--- config.mk ---
export PLATFORM = sky130hd
export DESIGN_NAME = lift_scan_ctrl
export DESIGN_NICKNAME = d
export VERILOG_FILES = /design/src/rtl/lift_pkg.sv /design/src/rtl/lift_req_reg.sv /design/src/rtl/lift_scan_ctrl.sv
export SDC_FILE = /design/constraint.sdc
export NUM_CORES = 1
export LEC_CHECK = 0
export BUFFER_PORTS_ARGS = -buffer_cell sky130_fd_sc_hd__buf_2
export CAP_MARGIN = 20
export CORE_ASPECT_RATIO = 1.75
export CORE_MARGIN = 2
export CORE_UTILIZATION = 45
export DETAILED_ROUTE_END_ITERATION = 10
export GPL_TIMING_DRIVEN = 1
export PLACE_DENSITY = 0.63
export SYNTH_ARGS = -nofsm -noshare
export SYNTH_HDL_FRONTEND = slang
export SYNTH_HIERARCHICAL = 1
export SYNTH_SLANG_ARGS = --single-unit
--- constraint.sdc ---
create_clock -name clk -period 4.44 [get_ports clk]
set_input_delay 0.666 -clock clk [delete_from_list [all_inputs] [get_ports clk]]
set_output_delay 0.666 -clock clk [all_outputs]
set_load 0.01 [all_outputs]
--- src/rtl/lift_pkg.sv ---
// Shared definitions for the SCAN lift controller family.
package lift_pkg;

  // Direction encoding shared with the fixed 4-floor lift FSM.
  localparam logic [1:0] UP   = 2'b00;
  localparam logic [1:0] DOWN = 2'b01;
  localparam logic [1:0] STAY = 2'b10;

  typedef enum logic [1:0] {
    IDLE = 2'd0,
    MOVE = 2'd1,
    DOOR = 2'd2
  } state_t;

  // Reverse a travel direction (UP <-> DOWN).
  function automatic logic [1:0] flip_dir(input logic [1:0] d);
    return (d == UP) ? DOWN : UP;
  endfunction

endpackage

--- src/rtl/lift_req_reg.sv ---
// One class of pending floor requests, plus "any pending above/below floor" reductions.
module lift_req_reg #(
  parameter int NUM_FLOORS = 4,
  parameter int FW         = 2
) (
  input  logic                  clk,
  input  logic                  rst_n,
  input  logic [NUM_FLOORS-1:0] set_i,
  input  logic [NUM_FLOORS-1:0] clr_i,
  input  logic [FW-1:0]         floor_i,
  output logic [NUM_FLOORS-1:0] pend_o,
  output logic                  above_o,
  output logic                  below_o
);

  logic [NUM_FLOORS-1:0] pend_q;
  logic [NUM_FLOORS-1:0] pend_d;
  logic [NUM_FLOORS-1:0] above_v;
  logic [NUM_FLOORS-1:0] below_v;

  // Latch new requests; a service clear in the same cycle wins over a set.
  always_comb begin
    pend_d = (pend_q | set_i) & ~clr_i;
  end

  // Pending register.
  always_ff @(posedge clk) begin
    if (!rst_n) begin
      pend_q <= '0;
    end else begin
      pend_q <= pend_d;
    end
  end

  // Per-floor strictly-above / strictly-below masks relative to floor_i.
  for (genvar gi = 0; gi < NUM_FLOORS; gi++) begin : g_cmp
    assign above_v[gi] = pend_q[gi] && (gi > int'(floor_i));
    assign below_v[gi] = pend_q[gi] && (gi < int'(floor_i));
  end

  assign pend_o  = pend_q;
  assign above_o = |above_v;
  assign below_o = |below_v;

endmodule

--- src/rtl/lift_scan_ctrl.sv ---
// Single-car SCAN elevator controller: latches calls, sweeps, stops, dwells, reverses.
module lift_scan_ctrl
  import lift_pkg::*;
#(
  parameter int  NUM_FLOORS  = 4,
  parameter int  MOVE_CYCLES = 4,
  parameter int  DOOR_CYCLES = 8,
  localparam int FW          = $clog2(NUM_FLOORS)
) (
  input  logic                  clk,
  input  logic                  rst_n,
  input  logic [NUM_FLOORS-1:0] hall_up_req,
  input  logic [NUM_FLOORS-1:0] hall_dn_req,
  input  logic [NUM_FLOORS-1:0] car_req,
  output logic [FW-1:0]         floor,
  output logic [1:0]            dir,
  output logic                  door_open,
  output logic [NUM_FLOORS-1:0] up_lamp,
  output logic [NUM_FLOORS-1:0] dn_lamp,
  output logic [NUM_FLOORS-1:0] car_lamp
);

  localparam int MAXC = (MOVE_CYCLES > DOOR_CYCLES) ? MOVE_CYCLES : DOOR_CYCLES;
  localparam int CW   = $clog2(MAXC + 1);
  // No up call from the top floor, no down call from the ground floor.
  localparam logic [NUM_FLOORS-1:0] UP_MASK = {1'b0, {(NUM_FLOORS-1){1'b1}}};
  localparam logic [NUM_FLOORS-1:0] DN_MASK = {{(NUM_FLOORS-1){1'b1}}, 1'b0};

  state_t          state_q, state_d;
  logic [FW-1:0]   floor_q, floor_d;
  logic [1:0]      tdir_q, tdir_d;
  logic [1:0]      dir_q, dir_d;
  logic            door_q, door_d;
  logic [CW-1:0]   cnt_q, cnt_d;

  logic                  arrive, here, hall_match, stop, ahead, behind;
  logic                  svc_up, svc_dn, do_clr, absorb;
  logic [FW-1:0]         f_step, eval_f;
  logic [NUM_FLOORS-1:0] f_onehot;
  logic [NUM_FLOORS-1:0] up_clr, dn_clr, car_clr;
  logic                  up_above, up_below, dn_above, dn_below, car_above, car_below;

  // Decision floor: the floor being arrived at on a step edge, else the current floor.
  always_comb begin
    arrive = (state_q == MOVE) && (cnt_q == CW'(MOVE_CYCLES - 1));
    f_step = (tdir_q == UP) ? floor_q + FW'(1) : floor_q - FW'(1);
    eval_f = arrive ? f_step : floor_q;
  end

  for (genvar gi = 0; gi < NUM_FLOORS; gi++) begin : g_onehot
    assign f_onehot[gi] = (gi == int'(eval_f));
  end

  lift_req_reg #(.NUM_FLOORS(NUM_FLOORS), .FW(FW)) u_up (
    .clk(clk), .rst_n(rst_n), .set_i(hall_up_req & UP_MASK), .clr_i(up_clr),
    .floor_i(eval_f), .pend_o(up_lamp), .above_o(up_above), .below_o(up_below)
  );
  lift_req_reg #(.NUM_FLOORS(NUM_FLOORS), .FW(FW)) u_dn (
    .clk(clk), .rst_n(rst_n), .set_i(hall_dn_req & DN_MASK), .clr_i(dn_clr),
    .floor_i(eval_f), .pend_o(dn_lamp), .above_o(dn_above), .below_o(dn_below)
  );
  lift_req_reg #(.NUM_FLOORS(NUM_FLOORS), .FW(FW)) u_car (
    .clk(clk), .rst_n(rst_n), .set_i(car_req), .clr_i(car_clr),
    .floor_i(eval_f), .pend_o(car_lamp), .above_o(car_above), .below_o(car_below)
  );

  // Ahead/behind in travel direction and the service set at the decision floor.
  always_comb begin
    if (tdir_q == UP) begin
      ahead  = up_above | dn_above | car_above;
      behind = up_below | dn_below | car_below;
    end else begin
      ahead  = up_below | dn_below | car_below;
      behind = up_above | dn_above | car_above;
    end
    here       = |((up_lamp | dn_lamp | car_lamp) & f_onehot);
    hall_match = (tdir_q == UP) ? |(up_lamp & f_onehot) : |(dn_lamp & f_onehot);
    stop       = |(car_lamp & f_onehot) | hall_match | !ahead;
    // At a turnaround point both hall directions are served.
    svc_up     = (tdir_q == UP)   || !ahead;
    svc_dn     = (tdir_q == DOWN) || !ahead;
    absorb     = |(f_onehot & (car_req
                               | (hall_up_req & UP_MASK & {NUM_FLOORS{svc_up}})
                               | (hall_dn_req & DN_MASK & {NUM_FLOORS{svc_dn}})));
  end

  // Service-clear vectors, only at the decision floor.
  always_comb begin
    car_clr = do_clr             ? f_onehot : '0;
    up_clr  = (do_clr && svc_up) ? f_onehot : '0;
    dn_clr  = (do_clr && svc_dn) ? f_onehot : '0;
  end

  // Next-state, floor, travel direction and registered-output decode.
  always_comb begin
    state_d = state_q;
    floor_d = floor_q;
    tdir_d  = tdir_q;
    cnt_d   = cnt_q;
    do_clr  = 1'b0;
    case (state_q)
      IDLE: begin
        cnt_d = '0;
        if (here) begin
          state_d = DOOR;
          do_clr  = 1'b1;
          if (!ahead) tdir_d = flip_dir(tdir_q);
        end else if (ahead) begin
          state_d = MOVE;
        end else if (behind) begin
          state_d = MOVE;
          tdir_d  = flip_dir(tdir_q);
        end
      end
      MOVE: begin
        if (arrive) begin
          floor_d = f_step;
          cnt_d   = '0;
          if (stop) begin
            state_d = DOOR;
            do_clr  = 1'b1;
            if (!ahead) tdir_d = flip_dir(tdir_q);
          end
        end else begin
          cnt_d = cnt_q + CW'(1);
        end
      end
      DOOR: begin
        // Calls at this floor that the open door already serves are swallowed.
        do_clr = 1'b1;
        if (absorb) begin
          cnt_d = '0;
        end else if (cnt_q == CW'(DOOR_CYCLES - 1)) begin
          cnt_d = '0;
          if (ahead) begin
            state_d = MOVE;
          end else if (behind) begin
            state_d = MOVE;
            tdir_d  = flip_dir(tdir_q);
          end else begin
            state_d = IDLE;
          end
        end else begin
          cnt_d = cnt_q + CW'(1);
        end
      end
      default: state_d = IDLE;
    endcase
    dir_d  = (state_d == MOVE) ? tdir_d : STAY;
    door_d = (state_d == DOOR);
  end

  // State and output registers.
  always_ff @(posedge clk) begin
    if (!rst_n) begin
      state_q <= IDLE;
      floor_q <= '0;
      tdir_q  <= UP;
      dir_q   <= STAY;
      door_q  <= 1'b0;
      cnt_q   <= '0;
    end else begin
      state_q <= state_d;
      floor_q <= floor_d;
      tdir_q  <= tdir_d;
      dir_q   <= dir_d;
      door_q  <= door_d;
      cnt_q   <= cnt_d;
    end
  end

  assign floor     = floor_q;
  assign dir       = dir_q;
  assign door_open = door_q;

endmodule

---- Yosys cells after proc, flatten, opt, wreduce, memory -nomap -nowiden ----
Index checks and enable logic that the tools add are counted.
operators by class
  add/sub/neg operators ................... 3
  multiply operators ...................... 0
  div/mod/pow operators ................... 0
  $lt $le $gt $ge ......................... 6
  equal/unequal tests ..................... 10
  shift-type cells ........................ 0
  mux-type cells .......................... 36
  bitwise gates (word level) .............. 26
  reduce and logical (&&, ||, !) cells .... 40
operators with widths
  cell                                                                          count
  4-bit AND                                                                     9
  2-bit two-way mux                                                             17
  4-bit two-way mux                                                             6
  4-bit bitwise OR                                                              6
  1-bit logical AND                                                             21
  4-bit OR reduction                                                            5
  3-bit OR reduction                                                            6
  4-bit NOT                                                                     3
  2-bit case mux with 3 select lines                                            2
  4-bit case mux with 3 select lines                                            1
  1-bit two-way mux                                                             9
  2-bit by 1-bit equality test with 1-bit output (second input constant)        3
  2-bit zero test                                                               3
  1-bit bitwise OR                                                              6
  4-bit by 1-bit adder with 4-bit output (second input constant)                1
  3-bit by 4-bit AND with 4-bit output                                          1
  2-bit equality test (first input constant)                                    2
  2-bit equality test (second input constant)                                   2
  4-bit by 2-bit equality test with 1-bit output (second input constant)        1
  4-bit by 3-bit equality test with 1-bit output (second input constant)        1
  2-bit > comparator (first input constant)                                     2
  1-bit by 2-bit less-than comparator with 1-bit output (first input constant)  2
  4-bit by 3-bit bitwise OR with 4-bit output                                   1
  1-bit case mux with 3 select lines                                            1
  9 further kinds                                                               10
storage, ports and cells
  register bits after elaboration ......... 25
  latch bits .............................. 0
  RAM bits ................................ 0
  bits in read-only memories .............. 0
  input port bits ......................... 14
  output and inout bits ................... 17
  logic and storage cells ................. 130
  memories ................................ 0

---- Depth between registers and ports, before layout ----
Gate-level depths: netlist (run 1).
  word-level depth ........................ 20
  mapped depth ............................ 18
  mapped depth without buffers ............ 16

---- Cells and area by module ----
The synthesis (run 1) kept the hierarchy.
by module, submodules not included
  module          instances  cells an instance  area an instance (um2)  sequential area each (um2)
  lift_scan_ctrl  1          188                1502.7                  260.2
  lift_req_reg    3          19                 172.7                   80.1

---- Least setup slack after synthesis (run 1) ----
Ideal clock, no wire load.
  path kind ............................... register -> register
  from .................................... reg state_q[0]
  to ...................................... reg dir_q[0] (netlist: dir[0])
  library setup time ...................... 0.122 ns
  data arrival time ....................... 3.768 ns
  data required time ...................... 4.318 ns
  path slack .............................. 0.550 ns
  cell stages (with the launch flop) ...... 16
  buffers on the path ..................... 1
  period minus slack after synthesis ...... 3.890 ns
  cell sequence ........................... dfxtp_1 -> ha_1 -> nand4bb_1 -> buf_2 -> nor3_1 -> xor2_1 -> inv_2 -> a21oi_2 -> o22ai_1 -> nor3_1 -> o21ai_0 -> o21a_1 -> o2111a_2 -> nand4b_2 -> o41ai_1 -> o311a_1
on the way
  longest elaborated chain between the ends .. 20
  elaborated cells on any way between the ends .. 86
  classes of those cells .................. order compare: 6; eq/ne: 6; mux: 23; bitwise: 15; reduce/logical: 36
ends and longest elaborated chain
  element                                                                                     RTL line               text
  from (decl)                                                                                 lift_scan_ctrl.sv:29   state_t state_q, state_d;
  from (signal assigned)                                                                      lift_scan_ctrl.sv:163  state_q <= state_d;
  2-bit by 1-bit equality test with 1-bit output (*)                                          lift_scan_ctrl.sv:45   arrive = (state_q == MOVE) && (cnt_q == CW'(MOVE_CYCLES - 1));
  1-bit logical AND (*)                                                                       lift_scan_ctrl.sv:45
  2-bit two-way mux (*)                                                                       -
  via eval_f[1]                                                                               lift_scan_ctrl.sv:38   logic [FW-1:0] f_step, eval_f;
  1-bit by 2-bit > comparator with 1-bit output / 2-bit > comparator (equally long branches)  lift_req_reg.sv:37     assign above_v[gi] = pend_q[gi] && (gi > int'(floor_i));
  1-bit logical AND                                                                           lift_req_reg.sv:37
  3-bit OR reduction (*)                                                                      lift_req_reg.sv:42     assign above_o = |above_v;
  via dn_above                                                                                lift_scan_ctrl.sv:41   logic up_above, up_below, dn_above, dn_below, car_above, car_below;
  [... 6 more ...]                                                                            -
  4-bit bitwise OR                                                                            lift_scan_ctrl.sv:83   | (hall_up_req & UP_MASK & {NUM_FLOORS{svc_up}})
  4-bit bitwise OR                                                                            lift_scan_ctrl.sv:84   | (hall_dn_req & DN_MASK & {NUM_FLOORS{svc_dn}})));
  4-bit AND                                                                                   lift_scan_ctrl.sv:82   absorb = |(f_onehot & (car_req
  4-bit OR reduction                                                                          lift_scan_ctrl.sv:82
  2-bit two-way mux                                                                           lift_scan_ctrl.sv:131  if (absorb) begin
  2-bit case mux with 3 select lines                                                          lift_scan_ctrl.sv:101  case (state_q)
  2-bit by 1-bit equality test with 1-bit output                                              lift_scan_ctrl.sv:149  dir_d = (state_d == MOVE) ? tdir_d : STAY;
  2-bit AND reduction (no line)                                                               -
  to (signal assigned)                                                                        lift_scan_ctrl.sv:166  dir_q <= dir_d;
  to (decl)                                                                                   lift_scan_ctrl.sv:32   logic [1:0] dir_q, dir_d;
Mark *: on every way through the listed nets, which the timed path passes. The rest lies on a longest branch.
A chain may end at the register's enable or synchronous reset.

---- Worst setup path after layout (run 1) ----
  from .................................... reg state_q[0]
  to ...................................... reg tdir_q[0]
on the way
  elaborated cells on any way between the ends .. 74
  classes of those cells .................. order compare: 6; eq/ne: 5; mux: 13; bitwise: 15; reduce/logical: 35
RTL lines
  element                                                                                                     RTL line               text
  2-bit by 1-bit equality test with 1-bit output (*)                                                          lift_scan_ctrl.sv:45
  1-bit logical AND (*)                                                                                       lift_scan_ctrl.sv:45
  2-bit two-way mux (*)                                                                                       -
  via eval_f[1]                                                                                               lift_scan_ctrl.sv:38
  1-bit by 2-bit less-than comparator with 1-bit output / 2-bit less-than comparator (equally long branches)  lift_req_reg.sv:38     assign below_v[gi] = pend_q[gi] && (gi < int'(floor_i));
  1-bit logical AND                                                                                           lift_req_reg.sv:38
  3-bit OR reduction (*)                                                                                      lift_req_reg.sv:43     assign below_o = |below_v;
  via car_below                                                                                               lift_scan_ctrl.sv:41
  [... 3 more ...]                                                                                            -
  1-bit logical OR                                                                                            lift_scan_ctrl.sv:80   svc_up = (tdir_q == UP) || !ahead;
  3-bit by 4-bit AND with 4-bit output                                                                        lift_scan_ctrl.sv:83
  4-bit bitwise OR                                                                                            lift_scan_ctrl.sv:83
  4-bit bitwise OR                                                                                            lift_scan_ctrl.sv:84
  4-bit AND                                                                                                   lift_scan_ctrl.sv:82
  4-bit OR reduction                                                                                          lift_scan_ctrl.sv:82
  2-bit two-way mux                                                                                           lift_scan_ctrl.sv:131
  2-bit case mux with 3 select lines (*)                                                                      lift_scan_ctrl.sv:101
  to (signal assigned)                                                                                        lift_scan_ctrl.sv:165  tdir_q <= tdir_d;
  to (decl)                                                                                                   lift_scan_ctrl.sv:31   logic [1:0] tdir_q, tdir_d;
Marks and branches as above.

==> key figures, run 1 <==
Clocking
  – Post-CTS Setup Inserts: 0
  – Num CTS Buffers: 3
  – Clk Latency, worst-skew pair: 0.28 ns
  – CTS Hold Bufs: 0
  – Clock transition at path regs: 0.10 ns
  – Root Driver: clkbuf_8
  – Clock Sinks: 25
  – Max Root-Sink Buffers: 2
  – Post-cts sizing count: 0
  – H-tree depth: 1
  – CTS tree: yes

Synthesis
  – Syn avg cell area: a little over 8 µm²
  – Synth area leaders: dfxtp_1 (25%), nor2_1 (5.9%), mux2i_1 (4.0%)
  – Sequential area share after synthesis: 0.248
  – Synth warn: 6
  – Cells after synthesis: 245
  – Cell accounting for the most synthesized area: dfxtp_1
  – Post-synth top cells: nor2_1 (32), dfxtp_1 (25), nand2_1 (21)
  – Post-synth EDFFs: 0
  – Post-synth cell types: 68
  – Post-synth top flop: dfxtp_1
  – Async set-reset flop share out of synthesis: 0
  – Synth Register Bits: 25
  – Synthesized area: 2020 µm²
  – Top cell type's share of synthesized area: 0.248
  – Most common cell in the netlist: nor2_1

Floorplan
  – Row count: 32
  – Die W: around 55 µm
  – Die height: 92.6 µm
  – Total die area: around 5100 µm²
  – Core area: about 4400 µm²
  – # IOs: 31
  – Starting Density: 0.463

Final layout
  – N_diodes: 0
  – Filler cell count in the final layout: approximately 450
  – Multi-input combinational cell area: 1420 µm²
  – Share of cells above drive strength 1: 0.247
  – Layout area overhead: 13.1%
  – Nets: 300
  – Design area: 2280 µm²
  – Register area: 500 µm²
  – Fin cells: 330

Setup path
  – CP required: 4.60 ns
  – Arr. time, crit path: 4.28 ns
  – Worst Path Max Fanout: 10
  – Worst Setup Path Type: flip-flop to flip-flop
  – Crit. End Element: flip-flop
  – CP Cell Sequence: ha_1, nand4bb_1, nor3_1, xor2_1, buf_4, inv_2, o21ai_0, o32ai_1, a21oi_1, o21a_1, o2111a_2, nand4b_2, o31a_1, o21a_1, o311a_1
  – Max incr delay on CP: 0.47 ns
  – Crit path max-delay cell type: o21ai_0
  – Cell mode on critical path: o21a_1
  – Critical Path Start Type: flip-flop

Power and ir drop
  – Combinational power share: 0.443
  – Clock network fraction of total power: 0.182
  – Cell Int Power: 0.465 mW
  – Static leakage: slightly above 0.9 nW
  – Power Dens Cells: 346 nW/µm²
  – Switching pwr: 0.324 mW
  – Switching share of power: 0.411
  – Reg power frac: 0.375
  – Peak supply drop: 0.000380 V

Global route
  – GRT Util Overall: 0.231
  – Largest net degree at the start of global routing: 20
  – First-pass GRT wire length: 8610 µm
  – Vias in the first global route: 1838
  – Initial antenna violation count: 0
  – GRT overflow: 0

Drt
  – Vias post-DR: a little under 2k
  – # DRC: 0
  – Initial DRC count: 45
  – Total length of routed wires: 5570 µm
  – DRT Pass-1 Iters: 4
  – Antenna-violating nets left: 0
  – WL/cell: 16.9 µm
  – DR vias/cell: 5.93

Timing
  – Period minus WS final: 4.11 ns
  – RSZ-0062 raised after global routing: false
  – Final setup violation count: 0
  – Period utilization: 0.927
  – Rel. slew slack: 0.498
  – Fin. max-slew vios: 0
  – Setup tns final: 0 ns
  – Final hold violation count: 0
  – Worst-Margin Slew: 0.748 ns
  – Clock Skew: 0.00846 ns
  – Highest clock rate: 243 MHz

Placement
  – I/O Buffers: 28
  – Dpl hpwl: 4330 µm
  – Routability cong.: 0.934
  – Placed instance area: 2240 µm²
  – DP Cell Count: 326

Min path
  – Worst hold path class: flip-flop to flip-flop

Run status
  – Status: completed

Job
  – Maxcap violations: 0
-- sequential cells by signal, summed over array words and instances, names as in the netlist --
name          count
u_dn/pend_o       4
state_q           2
u_car/pend_o      4
u_up/pend_o       4
dir               2
cnt_q             4
door_open         1
floor             2
tdir_q            2
-- final cells by class --
class,instances,share of cell area
inverters,10,0.0164
flip-flops and latches,25,0.219
clock buffers,4,0.0197
well taps,51,0.0279
multi-input cells,202,0.623
repair buffers,38,0.0942
-- per-layer routing --
| metal | share of wire | track usage | up-vias |
|---|---|---|---|
| li1 | - | - | 980 |
| met1 | 0.39 | 0.249 | 928 |
| met2 | 0.55 | 0.426 | 37 |
| met3 | 0.024 | 0.0210 | 13 |
| met4 | 0.030 | 0.0958 | 0 |
| met5 | 0 | 0 | - |
-- per-stage QoR --
stage               total power [mW]  hold WS [ns]  utilization  worst slack [ns]
finish                         0.790         0.496        0.524             0.325
detailed placement             0.654         0.486        0.513             0.350
global route                   0.839         0.540        0.524            0.0211
CTS                            0.798         0.501        0.524             0.325
floorplan                      0.570         0.458            -             0.550
global placement               0.649         0.478        0.513             0.354
-- worst max-delay path, delay by kind of cell (launching register included) --
kind,cells,cell delay [ns]
buffers and inverters,2,0.25
adders and majority gates,1,0.31
and+or+nand+nor,3,0.62
AOI/OAI and AO/OA,8,2.19
DFF,1,0.46
xor gates and xnor gates,1,0.17
-- power groups by stage --
stage / Combinational (mW) / Clock (mW) / Sequential [mW]
after floorplan: 0.266 / 0 / 0.304
after global placement: 0.348 / 0 / 0.301
after detailed placement: 0.351 / 0 / 0.302
after CTS: 0.352 / 0.149 / 0.297
after global routing: 0.384 / 0.153 / 0.302
final: 0.350 / 0.144 / 0.296
-- worst paths after layout --
check	slack (ns)	cells after the start	end	from
setup / recovery	0.33	15	tdir_q[0]	state_q[0]
hold / removal	0.50	2	cnt_q[1]	cnt_q[1]
setup reg to reg	0.33	15	tdir_q[0]	state_q[0]
hold reg to reg	0.50	2	cnt_q[1]	cnt_q[1]
-- layout by cell type, fill, tap and decap left out, types with 5 or more instances in the layout --
master,count
nor3b_2,6
and2_1,5
nor2_1,32
a21oi_1,13
mux2i_1,8
buf_2,28
dfxtp_1,25
inv_1,7
nand2_1,21
o21ai_0,13
nor3_1,13
ha_1,6
nor3b_1,6
buf_4,10
-- cell families after synthesis --
family / count (synthesis) / synth area share
AOI/OAI and AO/OA: 65 / 0.245
xor gates and xnor gates: 2 / 0.00867
adders and majority gates: 6 / 0.0372
buffers and inverters: 19 / 0.0502
DFF: 25 / 0.248
muxes: 12 / 0.0762
other: 1 / 0.00186
and+or+nand+nor: 115 / 0.333
Note: power is estimated with default switching activity, not from simulation.
==> inputs of run 2 (changes only) <==
- BUFFER_PORTS_ARGS: -buffer_cell sky130_fd_sc_hd__buf_2 -> -buffer_cell sky130_fd_sc_hd__buf_4
- REMOVE_ABC_BUFFERS: unset -> 1
==> run 2 against run 1 <==
Effect of this change: hold slack worse by 0.0055 ns; clock skew is 0.0034 ns lower; non-clock buffer count is 1 lower; final cell count is 0.30% lower.
==> key figures, run 2 (synthesis results as in run 1) <==
Run status
  – Status: completed

Setup path
  – Crit. End Element: flip-flop
  – Crit path max-delay cell type: dfxtp_1
  – CP required: between 4 and 5 ns
  – CP Cell Sequence: inv_1, ha_1, and4bb_1, xnor2_1, inv_1, o22ai_1, nor3_2, o21ai_0, o21a_1, o2111a_2, nand4b_2, o31a_1, o21ai_0, nand3_1
  – R2R depth: 14
  – Critical Path Start Type: flip-flop
  – Worst Path Max Fanout: 9
  – Max incr delay on CP: 0.44 ns
  – Worst Setup Path Type: flip-flop to flip-flop
  – Arr. time, crit path: 4.24 ns

Placement
  – Routability cong.: 0.908
  – I/O Buffers: 28
  – Dpl hpwl: 4300 µm

Drt
  – # DRC: 0
  – WL/cell: 16.8 µm
  – Antenna-violating nets left: 0
  – WL met3: around 190 µm
  – Initial DRC count: 66
  – Max Used Layer: met4
  – WL met2: between 2000 and 3000 µm
  – Vias post-DR: 1976
  – DR vias/cell: 6.01
  – WL met1: around 2100 µm
  – Total length of routed wires: 5540 µm
  – DRT Pass-1 Iters: 4

Global route
  – First-pass GRT wire length: 8890 µm
  – GRT overflow: 0
  – Largest net degree at the start of global routing: 20
  – Vias in the first global route: 1904
  – GRT Util Overall: 0.235
  – Initial antenna violation count: 0

Floorplan
  – Total die area: 5060 µm²
  – # IOs: 31
  – Die W: 54.7 µm
  – Die height: 92.6 µm
  – Starting Density: 0.463
  – Row count: 32
  – Core area: 4360 µm²

Timing
  – Highest clock rate: 243 MHz
  – Final setup violation count: 0
  – Rel. slew slack: 0.566
  – Worst-Margin Slew: 0.643 ns
  – Period minus WS final: 4.11 ns
  – Final hold violation count: 0
  – Fin. max-slew vios: 0
  – Setup tns final: 0 ns
  – Clock Skew: 0.00507 ns
  – RSZ-0062 raised after global routing: false
  – Period utilization: 0.926
  – Hold WS: 0.490 ns

Min path
  – Worst hold path class: flip-flop to flip-flop
  – Hold Path Stages: 2

Power and ir drop
  – Static leakage: 0.938 nW
  – Total chip power: 0.816 mW
  – Peak supply drop: 0.000305 V
  – Power Dens Cells: 347 nW/µm²

Job
  – Maxcap violations: 0

Clocking
  – H-tree depth: 1
  – Clock transition at path regs: 0.09 ns
  – Clk Latency, worst-skew pair: 0.27 ns
  – Max Root-Sink Buffers: 2
  – Num CTS Buffers: 3
  – Root Driver: clkbuf_8
  – CTS Hold Bufs: 0
  – Clock Sinks: 25
  – CTS tree: yes

Final layout
  – Layout area overhead: 16.4%
  – Most frequent cells in the layout: buf_4 (37), nor2_1 (32), dfxtp_1 (25)
  – Share of cells above drive strength 1: 0.248
  – N_diodes: 0
  – Nets: 299
  – Commonest non-fill, non-tap cell in the layout: buf_4
[run 2: area by class of cell]
| cell class | count | area (µm²) |
|---|---|---|
| flip-flops and latches | 25 | 500 |
| repair buffers | 37 | 278 |
| fillers | 447 | 2010 |
| inverters | 10 | 37.5 |
| multi-input cells | 202 | 1430 |
| well taps | 51 | 63.8 |
| clock buffers | 4 | 45.0 |
[run 2: routing by layer]
layer	vias up	global-route usage
met4	0	0.140
met2	57	0.407
met5	-	0
met3	24	0.0258
met1	923	0.256
li1	972	-
[run 2: worst paths after layout]
path | from | to | slack [ns]
worst max register to register | state_q[1] | dir[1] | 0.33
worst min-delay path | cnt_q[1] | cnt_q[1] | 0.49
worst min register to register | cnt_q[1] | cnt_q[1] | 0.49
worst max-delay path | state_q[1] | dir[1] | 0.33
[run 2: report_power, final]
part           internal [mW]  total, mW  leakage (nW)  switching, mW
Clock                 0.0643      0.141        0.0228         0.0763
Combinational          0.167      0.376         0.709          0.209
Sequential             0.258      0.299         0.206         0.0418
Total                  0.489      0.816         0.938          0.327
[run 2: critical path, delay by kind of cell (launching register included)]
kind	cells	cell delay, ns
DFF	1	0.44
adders and majority gates	1	0.27
xor gates and xnor gates	1	0.35
buffers and inverters	2	0.35
AOI/OAI and AO/OA	6	1.84
and+or+nand+nor	4	0.73
[run 2: repair_timing]
action | in CTS | in global routing
endpoints found under the setup margin | 0 | 3
gates resized for setup | 0 | 1
buffers inserted | 0 | 0
[run 2: metrics by stage]
| stage | area [µm²] | utilization | setup slack [ns] | cells |
|---|---|---|---|---|
| 6_report | 2350 | 0.539 | 0.330 | 329 |
| 5_1_grt | 2350 | 0.539 | 0.0641 | 329 |
| 4_1_cts | 2350 | 0.538 | 0.375 | 329 |
| 3_5_place_dp | 2300 | 0.528 | 0.390 | 325 |
| 3_3_place_gp | 2300 | 0.528 | 0.337 | 325 |
| 2_1_floorplan | 1960 | - | 0.409 | 237 |
